File: src/rtl/y86_memory_stage.sv
// Y86-64 memory stage: takes one execute result at a time, performs at most one
// data-memory access over a req/rsp interface, and presents a registered result.
module y86_memory_stage #(
  parameter logic [63:0] ADDR_LIMIT = 64'h0000_0000_0001_0000,
  parameter logic [3:0]  RNONE      = 4'hF
) (
  input  logic        clk,
  input  logic        reset,
  input  logic        e_valid,
  output logic        e_ready,
  input  logic [3:0]  e_icode,
  input  logic        e_Cnd,
  input  logic [63:0] e_valE,
  input  logic [63:0] e_valA,
  input  logic [63:0] e_valP,
  input  logic [3:0]  e_dstE,
  input  logic [3:0]  e_dstM,
  input  logic [2:0]  e_stat,
  output logic        mem_req_valid,
  input  logic        mem_req_ready,
  output logic        mem_we,
  output logic [63:0] mem_addr,
  output logic [63:0] mem_wdata,
  input  logic        mem_rsp_valid,
  input  logic [63:0] mem_rdata,
  input  logic        mem_err,
  output logic        w_valid,
  input  logic        w_ready,
  output logic [3:0]  w_icode,
  output logic [63:0] w_valE,
  output logic [63:0] w_valM,
  output logic [3:0]  w_dstE,
  output logic [3:0]  w_dstM,
  output logic [2:0]  w_stat
);

  localparam logic [2:0] STAT_AOK = 3'd1;
  localparam logic [2:0] STAT_ADR = 3'd3;

  typedef enum logic [1:0] {IDLE, REQ, WAIT, DONE} state_t;

  state_t      state_q, state_d;
  logic [3:0]  icode_q;
  logic [63:0] valE_q;
  logic [63:0] valM_q;
  logic [3:0]  dstE_q;
  logic [3:0]  dstM_q;
  logic [2:0]  stat_q;
  logic        we_q;
  logic [63:0] addr_q;
  logic [63:0] wdata_q;

  logic        isRead, isWrite, memAccess, statOk, addrFault, startReq;
  logic [63:0] accAddr, accData;

  // Access decode straight from the execute inputs; only used on the capture cycle.
  always_comb begin
    isRead  = 1'b0;
    isWrite = 1'b0;
    accAddr = e_valE;
    accData = e_valA;
    case (e_icode)
      4'h5: isRead = 1'b1;
      4'h9, 4'hB: begin
        isRead  = 1'b1;
        accAddr = e_valA;
      end
      4'h4, 4'hA: isWrite = 1'b1;
      4'h8: begin
        isWrite = 1'b1;
        accData = e_valP;
      end
      default: ;
    endcase
  end

  // 65-bit sum so that an address near 2^64 wrapping past zero still faults.
  assign addrFault = ({1'b0, accAddr} + 65'd8) > {1'b0, ADDR_LIMIT};
  assign memAccess = isRead | isWrite;
  assign statOk    = (e_stat == STAT_AOK);
  assign startReq  = statOk & memAccess & ~addrFault;

  always_ff @(posedge clk) begin
    if (reset) state_q <= IDLE;
    else       state_q <= state_d;
  end

  always_comb begin
    state_d = state_q;
    case (state_q)
      IDLE: if (e_valid) state_d = startReq ? REQ : DONE;
      REQ:  if (mem_req_ready) state_d = WAIT;
      WAIT: if (mem_rsp_valid) state_d = DONE;
      DONE: if (w_ready) state_d = IDLE;
      default: state_d = IDLE;
    endcase
  end

  always_comb begin
    e_ready       = (state_q == IDLE);
    mem_req_valid = (state_q == REQ);
    w_valid       = (state_q == DONE);
  end

  // Responses are only observed in WAIT, so one arriving during REQ or after a reset is dropped.
  always_ff @(posedge clk) begin
    if (reset) begin
      icode_q <= 4'h0;
      valE_q  <= 64'h0;
      valM_q  <= 64'h0;
      dstE_q  <= RNONE;
      dstM_q  <= RNONE;
      stat_q  <= 3'h0;
      we_q    <= 1'b0;
      addr_q  <= 64'h0;
      wdata_q <= 64'h0;
    end else begin
      case (state_q)
        IDLE: begin
          if (e_valid) begin
            icode_q <= e_icode;
            valE_q  <= e_valE;
            valM_q  <= 64'h0;
            dstE_q  <= (e_icode == 4'h2 && !e_Cnd) ? RNONE : e_dstE;
            dstM_q  <= e_dstM;
            stat_q  <= (statOk && memAccess && addrFault) ? STAT_ADR : e_stat;
            if (startReq) begin
              addr_q  <= accAddr;
              wdata_q <= accData;
              we_q    <= isWrite;
            end
          end
        end
        WAIT: begin
          if (mem_rsp_valid) begin
            if (mem_err) begin
              stat_q <= STAT_ADR;
              valM_q <= 64'h0;
            end else if (!we_q) begin
              valM_q <= mem_rdata;
            end
          end
        end
        default: ;
      endcase
    end
  end

  assign mem_we    = we_q;
  assign mem_addr  = addr_q;
  assign mem_wdata = wdata_q;
  assign w_icode   = icode_q;
  assign w_valE    = valE_q;
  assign w_valM    = valM_q;
  assign w_dstE    = dstE_q;
  assign w_dstM    = dstM_q;
  assign w_stat    = stat_q;

endmodule

File: config.mk
export PLATFORM = sky130hd
export DESIGN_NAME = y86_memory_stage
export DESIGN_NICKNAME = d
export VERILOG_FILES = /design/src/rtl/y86_memory_stage.sv
export SDC_FILE = /design/constraint.sdc
export NUM_CORES = 1
export LEC_CHECK = 0
export ABC_AREA = 1
export CAP_MARGIN = 20
export CORE_AREA = 2 2 212 214
export DETAILED_ROUTE_END_ITERATION = 10
export DIE_AREA = 0 0 214 216
export PLACE_DENSITY_LB_ADDON = 0.05
export RECOVER_POWER = 100
export SLEW_MARGIN = 0
export SYNTH_ARGS = -nofsm -noshare
export SYNTH_HDL_FRONTEND = slang
export SYNTH_SLANG_ARGS = --single-unit
File: constraint.sdc
create_clock -name clk -period 11.15 [get_ports clk]
set_clock_uncertainty 0.2 [all_clocks]
set_input_delay 1.6725 -clock clk [delete_from_list [all_inputs] [get_ports clk]]
set_output_delay 1.6725 -clock clk [all_outputs]
set_load 0.005 [all_outputs]
* After elaboration in Yosys (flattened, before gate mapping)
Cells that the tools add are included.
** Word-level totals
- Flip-flop bits (word level) :: 274
** Operators by class
- Add/sub/neg operators :: 1
- Eq/ne operators :: 17
- Reductions and logical operators :: 14
- Bitwise operators :: 4
- Mux-type cells :: 21
- Magnitude comparators :: 1
** Operators by type and width (number)
- 64-bit two-way mux :: 6
- 64-bit one-hot mux with 2 select lines :: 1
- 64-bit by 4-bit adder with 65-bit output, second input constant :: 1
- 65-bit by 17-bit > comparator with 1-bit output, second input constant :: 1
- 4-bit == test, second input constant :: 4
- 3-bit two-way mux :: 4
- 4-bit AND reduction :: 3
- 2-bit two-way mux :: 5
- 4-bit by 3-bit == test with 1-bit output, second input constant :: 2
- 2-bit one-hot mux with 4 select lines :: 1
- 2-bit inequality test, second input constant :: 3
- 3-bit one-hot mux with 2 select lines :: 1
- 3-bit OR reduction :: 2
- 2-bit == test, second input constant :: 2
- 4-bit by 2-bit == test with 1-bit output, second input constant :: 1
- 4-bit two-way mux :: 1
- 2-bit by 1-bit inequality test with 1-bit output, second input constant :: 2
- 3-bit by 1-bit == test with 1-bit output, second input constant :: 1
- 1-bit logical AND :: 3
- 3-bit inequality test, second input constant :: 1
- 3-bit AND reduction :: 1
- 1-bit bitwise AND :: 2
- 2-bit by 1-bit == test with 1-bit output, second input constant :: 1
- 2-bit logical NOT :: 1
- 7 further kinds :: 8

* Longest topological paths before layout
Gate-level depths: netlist of the first run.
- Depth after elaboration :: 10
- Depth in mapped cells :: 27

* Worst setup path after synthesis of the first run
No wires, ideal clock.
- Kind :: input-to-reg
- From :: input port e_icode[3]
- To :: register addr_q[14], in the netlist mem_addr[14]
- Slack :: 6.077 ns
- Required time :: 10.837 ns
- Cell stages on the path :: 25
- Library setup time :: 0.113 ns
- Path buffers :: 5
- Arrival time :: 4.760 ns
- Cell sequence :: buf_2 > nand3_2 > buf_4 > buf_2 > o21ai_1 > ha_1 > inv_1 > nor2_1 > nand2_2 > nor2_2 > nand2_1 > nand2_1 > nand2_1 > nor2_1 > nand2_1 > nor2_1 > nand2_1 > nor2_1 > nand2_1 > nor2_2 > nand4_2 > buf_4 > buf_2 > nor2_1 > nor2_1
** Between the ends
- Word-level cells in the longest chain between the ends :: 8
- Elaborated cells on any way between the ends :: 19
- Classes of those cells :: add/sub: 1; order compare: 1; eq/ne: 6; mux: 3; bitwise: 4; reduce/logical: 4
** RTL lines
- start: declaration :: RTL line 11 : input logic [3:0] e_icode,
- 4-bit == test :: RTL line 62 : case (e_icode)
- 2-bit OR reduction (*) :: RTL line 62
- 64-bit two-way mux (*) :: RTL line 62
- named net accAddr[3] :: RTL line 54 : logic [63:0] accAddr, accData;
- 64-bit by 4-bit adder with 65-bit output (*) :: RTL line 78 : assign addrFault = ({1'b0, accAddr} + 65'd8) > {1'b0, ADDR_LIMIT};
- 65-bit by 17-bit > comparator with 1-bit output (*) :: RTL line 78
- 1-bit inverter (*) :: RTL line 81 : assign startReq = statOk & memAccess & ~addrFault;
- 1-bit bitwise AND (*) :: RTL line 81
- 3-bit AND reduction (no line) (*)
- end signal: assignment :: RTL line 128 : addr_q <= accAddr;
- end: declaration :: RTL line 50 : logic [63:0] addr_q;
The timed path passes the listed nets; every way through them passes the cells marked *.
A chain may end at the register's enable or synchronous reset.

* Worst setup path in the final report of the first run
- From :: input port e_valid
- To :: register addr_q[0], in the netlist mem_addr[0]
** Between the ends
- Word-level cells in the longest chain between the ends :: 1
** RTL lines
- start: declaration :: RTL line 9 : input logic e_valid,
- 3-bit AND reduction (no line)
No other way between the ends.

==> flow_summary.ini, run 1 <==
[yosys]
async_flop_share_pct = 0
synthAdderAreaFrac_pct = 0.451
syn_inst = 2136
synth-edff-count = 0
synth_top_family_by_area = simple AND/OR/NAND/NOR gates
synth.cell_area_sq_um = 13900
synthSimpleGateAreaFrac_pct = 38.1
yosysTopAreaCell = dfxtp_1
synth_xor_area_share_pct = 0.569
yosysMostFrequentCell = nand2_1
synth_nets = 2420
synth.yosys.seq_area_share_pct = 39.6
synth_ff_type = dfxtp_1
ys_top_cells_by_count = 592 x nand2_1, 561 x nor2_1, 274 x dfxtp_1, 163 x inv_1, 81 x o21ai_0
synthDominantCellAreaShare_pct = 39.6
synth_compound_gate_area_share_pct = 8.34
synth_cell_types = 34
synth-seq-cells = 274
muxShareOfSynthArea_pct = 4.71
yosysWarnings = 0
synth_area_leaders = dfxtp_1 40%, nand2_1 16%, nor2_1 15%, mux2_2 4.7%, inv_1 4.4%
syn_area_per_cell_sq_um = 6.49

[layout]
register_area_sq_um = 5490
drive_gt1_share_pct = 5.74
fin_cells = 3243
n_fill_cell = 4498
multi_input_area_sq_um = 7280
syn_to_final_growth_pct = 50.4
nNetsFinal = 2910

[clock_network]
path_clk_slew_ns = 0.05
cts_resized = 0
cts_tree = done
numClockSinks = 274
clk_path_buf_depth = 3
cts_root_buffer = clkbuf_16
clk_latency_ns = 0.55
ctsHoldBuffers = 0
cts_setup_buffers = 0
h-tree-depth = 2
cts_made_buffers = 34

[critical_path]
worstSetupStartpointType = input pin
critPathMaxFanout = 95
r2r-end = mem_addr[0]
crit_type = input pin to flip-flop
regToRegSetupSlack_ns = 3.53
required_ns = 11.40
worstRegToRegCells = 10
rr_startpoint = state_q[0]
critPathCaptureType = flip-flop
cp.arrival_ns = 8.74

[routing]
drt_pass1_iterations = 7
viasPerCell = 4.72
drtIter0Drc = 956
wire_per_inst_um = 18.4
wirelength_um = 59700
num_vias = 15300
drcViolationCount = 0
ant_nets = 0

[floorplanning]
std_cell_rows = 77
coreArea_sq_um = 43800
die_h_um = 216
start_util_pct = 31.6
dieArea_sq_um = 46200
die_w_um = 214
io_pins = 554

[timing]
max_slew_margin_pct = -115
setup_viol = 0
fmax_ghz = 0.118
finalHoldViolCount = 0
drv_slew = 131
fin_crit_ns = 8.49
finalCritPeriodShare_pct = 76.1
setup_tns_ns = 0
tightest_slew_ns = 3.23
rsz0062_at_grt = false

[power_and_ir_drop]
clock_power_share_pct = 35.8
power.internal_uw = 2060
pwr-share-comb_pct = 27.0
irDropWorstVdd_v = 0.0000960
switchingPower_uw = 976
switching_share_pct = 32.1
power_density_nw_per_um2 = 146
power.leakage_uw = 0.00964
power_frac_seq_pct = 37.2

[min_path]
hold_path_class = flip-flop to flip-flop
min-delay-start = mem_addr[43]
hold_depth = 2
min_to = mem_addr[43]

[global_route]
track_usage_pct = 25.1
grt_pass1_vias = 15000
grt-ovfl-total = 0
antenna_found_initial = 5
grt_max_degree = 96
grt_pass1_wl_um = 90400

[run]
drv_cap = 2

[placed_design]
port_buffers = 553
hpwl_um = 44600
placedCellCount = 3182
gp_congestion = 0.906

[status]
status = complete, but fails checks
violations = max-capacitance violations, max-slew violations
-- how the worst max path moves through the flow --
stage,start,endpoint,slack (ns)
after global placement,e_icode[2],mem_addr[2],3.23
final,e_valid,mem_addr[0],2.66
after CTS,e_icode[2],mem_addr[0],3.67
after detailed placement,e_icode[2],mem_addr[0],3.07
after floorplan,e_icode[3],mem_addr[14],6.08
after global routing,e_valid,mem_addr[1],2.02
-- critical path, stage by stage --
cell and delay, ns:
dlygate4sd3_1 0.56, nand2_2 0.07, clkbuf_1 2.26, clkinvlp_2 2.14
nand4_4 0.75, buf_4 0.82, inv_1 0.17, nor2_1 0.14
nor2_1 0.05
-- sequential cells by signal (all words and copies together), names as in the netlist --
name and cells:
mem_addr 64, mem_wdata 64, w_valE 64, w_valM 64
w_dstE 4, w_dstM 4, w_icode 4, w_stat 3
state_q 2, mem_we 1
-- through the flow --
step	cell area (sq um)	util [%]	power, uW	hold WS (ns)	setup WS [ns]
CTS	20800	47.5	3120	0.240	3.67
detailed placement	19800	45.1	2020	0.228	3.07
global placement	19800	45.1	2020	0.226	3.23
global route	20800	47.5	3210	0.253	2.02
floorplan	13900	-	1540	0.234	6.08
finish	20800	47.5	3040	0.236	2.66
-- placed cells by master (no fill, tap or decap), types with 3 or more instances in the layout --
cell,Yosys,final
clkdlybuf4s50_1,0,274
dlygate4sd3_1,0,276
mux2_2,58,58
nand4_1,54,54
o21ai_1,8,7
o21ai_0,81,82
a22oi_1,64,64
clkbuf_8,0,9
o22ai_1,5,5
a21oi_1,22,22
ha_1,5,5
clkinv_2,0,9
buf_4,7,10
nor2_2,10,10
nand2_2,2,3
nand3_1,71,71
clkbuf_1,72,6
inv_2,7,6
clkbuf_16,0,34
inv_1,163,162
nor3_1,10,10
nor2_1,561,561
o21bai_1,7,7
nand3b_1,12,12
dfxtp_1,274,274
xor2_1,4,4
xnor2_1,5,5
nand2_1,592,590
-- kinds of logic after synthesis --
family / Yosys count
AND/OR/NAND/NOR: 1317
buffers and inverters: 281
flip-flops: 274
AO/OA/AOI/OAI: 192
multiplexers: 58
XOR/XNOR: 9
adder cells (fa/ha/maj): 5
-- metal layers --
metal  share of wire, %  global-route usage, %  up-vias  wire (um)
met4                2.6                   7.93        6       1540
met5              0.064                      0        -         38
met1                 40                   28.9     7021      23900
met2                 49                   44.5      482      29500
li1                   -                      -     7727          -
met3                7.9                   7.50       83       4730
-- final cells by class --
class                           instances  share of cell area, %
Multi-Input combinational cell       1581                   34.9
Timing Repair Buffer                  564                   26.9
Sequential cell                       274                   26.3
Clock buffer                           47                   4.75
Tap cell                              592                   3.55
Inverter                              171                   3.11
Clock inverter                         12                  0.426
Antenna cell                            2                 0.0240
-- power groups by stage --
stage	Clock (uW)	Combinational [uW]	Sequential [uW]
after CTS	1120	871	1140
after global placement	0	864	1150
after detailed placement	0	866	1160
after global routing	1150	906	1150
final	1090	821	1130
after floorplan	0	384	1160
(Power assumes the default switching activity.)
==> run 2, diff against run 1 <==
CORE_AREA = 2 2 215 217   (was 2 2 212 214)
DIE_AREA = 0 0 217 219   (was 0 0 214 216)
clock period = 8.3 ns   (was 11.15 ns; I/O delays follow)
==> run 2 against run 1 <==
Net effect: the run still ends with max-capacitance violations, max-slew violations left; design area is 0.65% higher; utilization down 1.0 points; sequential cell count unchanged; routed wire length is 0.31% higher; critical path depth rose by 16; sequential share of layout area is 0.17 points lower; die area increased by 2.8%; first-iteration DRC count decreased by 2.5%; power rose by 39%; critical endpoint is now mem_wdata[52]; largest cell class unchanged.
==> flow_summary.ini, run 2 (synthesis gave the netlist of run 1 again) <==
[status]
status = complete, but fails checks
violations = max-capacitance violations, max-slew violations

[clock_network]
cts_tree = done
ctsHoldBuffers = 0
cts_setup_buffers = 0
path_clk_slew_ns = 0.05
cts_root_buffer = clkbuf_16
clk_latency_ns = 0.54
clk_path_buf_depth = 3
h-tree-depth = 2
cts_made_buffers = 35
cts_resized = 0
numClockSinks = 274

[layout]
nNetsFinal = 2914
final_common_cell = nand2_1
syn_to_final_growth_pct = 51.3
mostFrequentLayoutCells = 591 x nand2_1, 562 x nor2_1, 276 x dlygate4sd3_1, 274 x clkdlybuf4s50_1, 274 x dfxtp_1
drive_gt1_share_pct = 5.57
final_area_sq_um = 21000

[floorplanning]
io_pins = 554
coreArea_sq_um = 45100
die_h_um = 219
start_util_pct = 30.7
std_cell_rows = 78
dieArea_sq_um = 47500
die_w_um = 217

[global_route]
antenna_found_initial = 8
grt-busiest-layer = met2
use_met2_pct = 43.3
grt-ovfl-total = 0
track_usage_pct = 24.3
grtUsageMet1_pct = 27.9
globalRouteMet3Util_pct = 7.25
grt_pass1_vias = 15000
grt_pass1_wl_um = 89200
grt_max_degree = 92

[power_and_ir_drop]
irDropWorstVdd_v = 0.000170
power_density_nw_per_um2 = 201
power.leakage_uw = 0.00969
total_power_uw = 4210

[timing]
setup_viol = 0
holdWs_ns = 0.237
rsz0062_at_grt = false
setup_tns_ns = 0
max_slew_margin_pct = -166
tightest_slew_ns = 3.99
fmax_ghz = 0.145
fin_crit_ns = 6.89
finalCritPeriodShare_pct = 83.0
setup_slack_ns = 1.41
finalHoldViolCount = 0
drv_slew = 360

[critical_path]
critPathTopFamily = simple AND/OR/NAND/NOR gates
critPathMaxFanout = 50
crit_top_cell = nand2_1
r2r-end = w_dstE[2]
crit_buf_inv = 5
worstSetupStartpointType = input pin
worstRegToRegCells = 9
crit_type = input pin to flip-flop
critPathCaptureType = flip-flop
required_ns = 8.56
cp.arrival_ns = 7.15
rr_startpoint = state_q[1]
cp_slowest_cell = nand4_4
critPathMaxStageDelay_ns = 0.58
regToRegSetupSlack_ns = 2.19

[routing]
num_vias = 15300
wire_per_inst_um = 18.4
ant_nets = 0
viasPerCell = 4.70
drcViolationCount = 0
wirelength_um = 59900
drtIter0Drc = 932
drt_pass1_iterations = 9

[run]
drv_cap = 5

[placed_design]
hpwl_um = 45400
dpl_cell_area_sq_um = 19800
pre_cts_ws_ns = 1.14
port_buffers = 553
gp_congestion = 0.908

[min_path]
min-delay-start = mem_addr[20]
hold_depth = 2
min_to = mem_addr[20]
hold_path_class = flip-flop to flip-flop
## run 2: changes by cell type in the layout (fill, tap and decap cells not counted), sizes merged
cell and change:
clkinvlp -1, clkinv -3, clkbuf +9, inv -2
diode +3, bufinv +3
## run 2: routing by layer
| layer | part of all wire (%) | vias to the layer above |
|---|---|---|
| met2 | 49 | 458 |
| li1 | - | 7731 |
| met3 | 7.5 | 79 |
| met4 | 2.6 | 6 |
| met5 | 0.055 | - |
| met1 | 41 | 7053 |
## run 2: layout make-up
cell class | count | area (sq um)
inverter | 171 | 643
antenna | 5 | 12.5
tap | 600 | 751
timing repair buffer | 567 | 5610
fill | 4674 | 24100
clock inverter | 9 | 143
clock buffer | 53 | 1050
sequential | 274 | 5490
multi-input combinational | 1581 | 7280
## run 2: per-stage QoR
stage | utilization, % | std cells
after floorplan | - | 2136
after global placement | 43.9 | 3193
after detailed placement | 43.9 | 3193
after CTS | 46.6 | 3255
after global routing | 46.5 | 3259
final | 46.5 | 3260
## run 2: worst max path at each step
stage / start / cells after the start / endpoint
3_5_place_dp: e_icode[2] / 25 / mem_wdata[10]
6_report: e_icode[2] / 25 / mem_wdata[52]
3_3_place_gp: e_icode[2] / 25 / mem_addr[13]
4_1_cts: e_icode[2] / 25 / mem_wdata[21]
5_1_grt: e_icode[2] / 25 / mem_wdata[55]
2_1_floorplan: e_icode[3] / 25 / mem_addr[14]
## run 2: worst register-to-register path, cell delays in order (launching register included)
cell and delay, ns:
dfxtp_1 0.34, inv_1 0.09, ha_1 0.30, nand2_2 0.06
buf_4 0.35, clkinvlp_2 0.79, clkbuf_1 2.32, o21ai_0 0.98
o22ai_1 0.35, nand2_1 0.08
## run 2: power by group
part           internal [uW]  switching [uW]  leakage, uW  total (uW)
sequential              1450            65.5      0.00223        1520
combinational            489             621      0.00688        1110
clock                    970             614     0.000591        1580
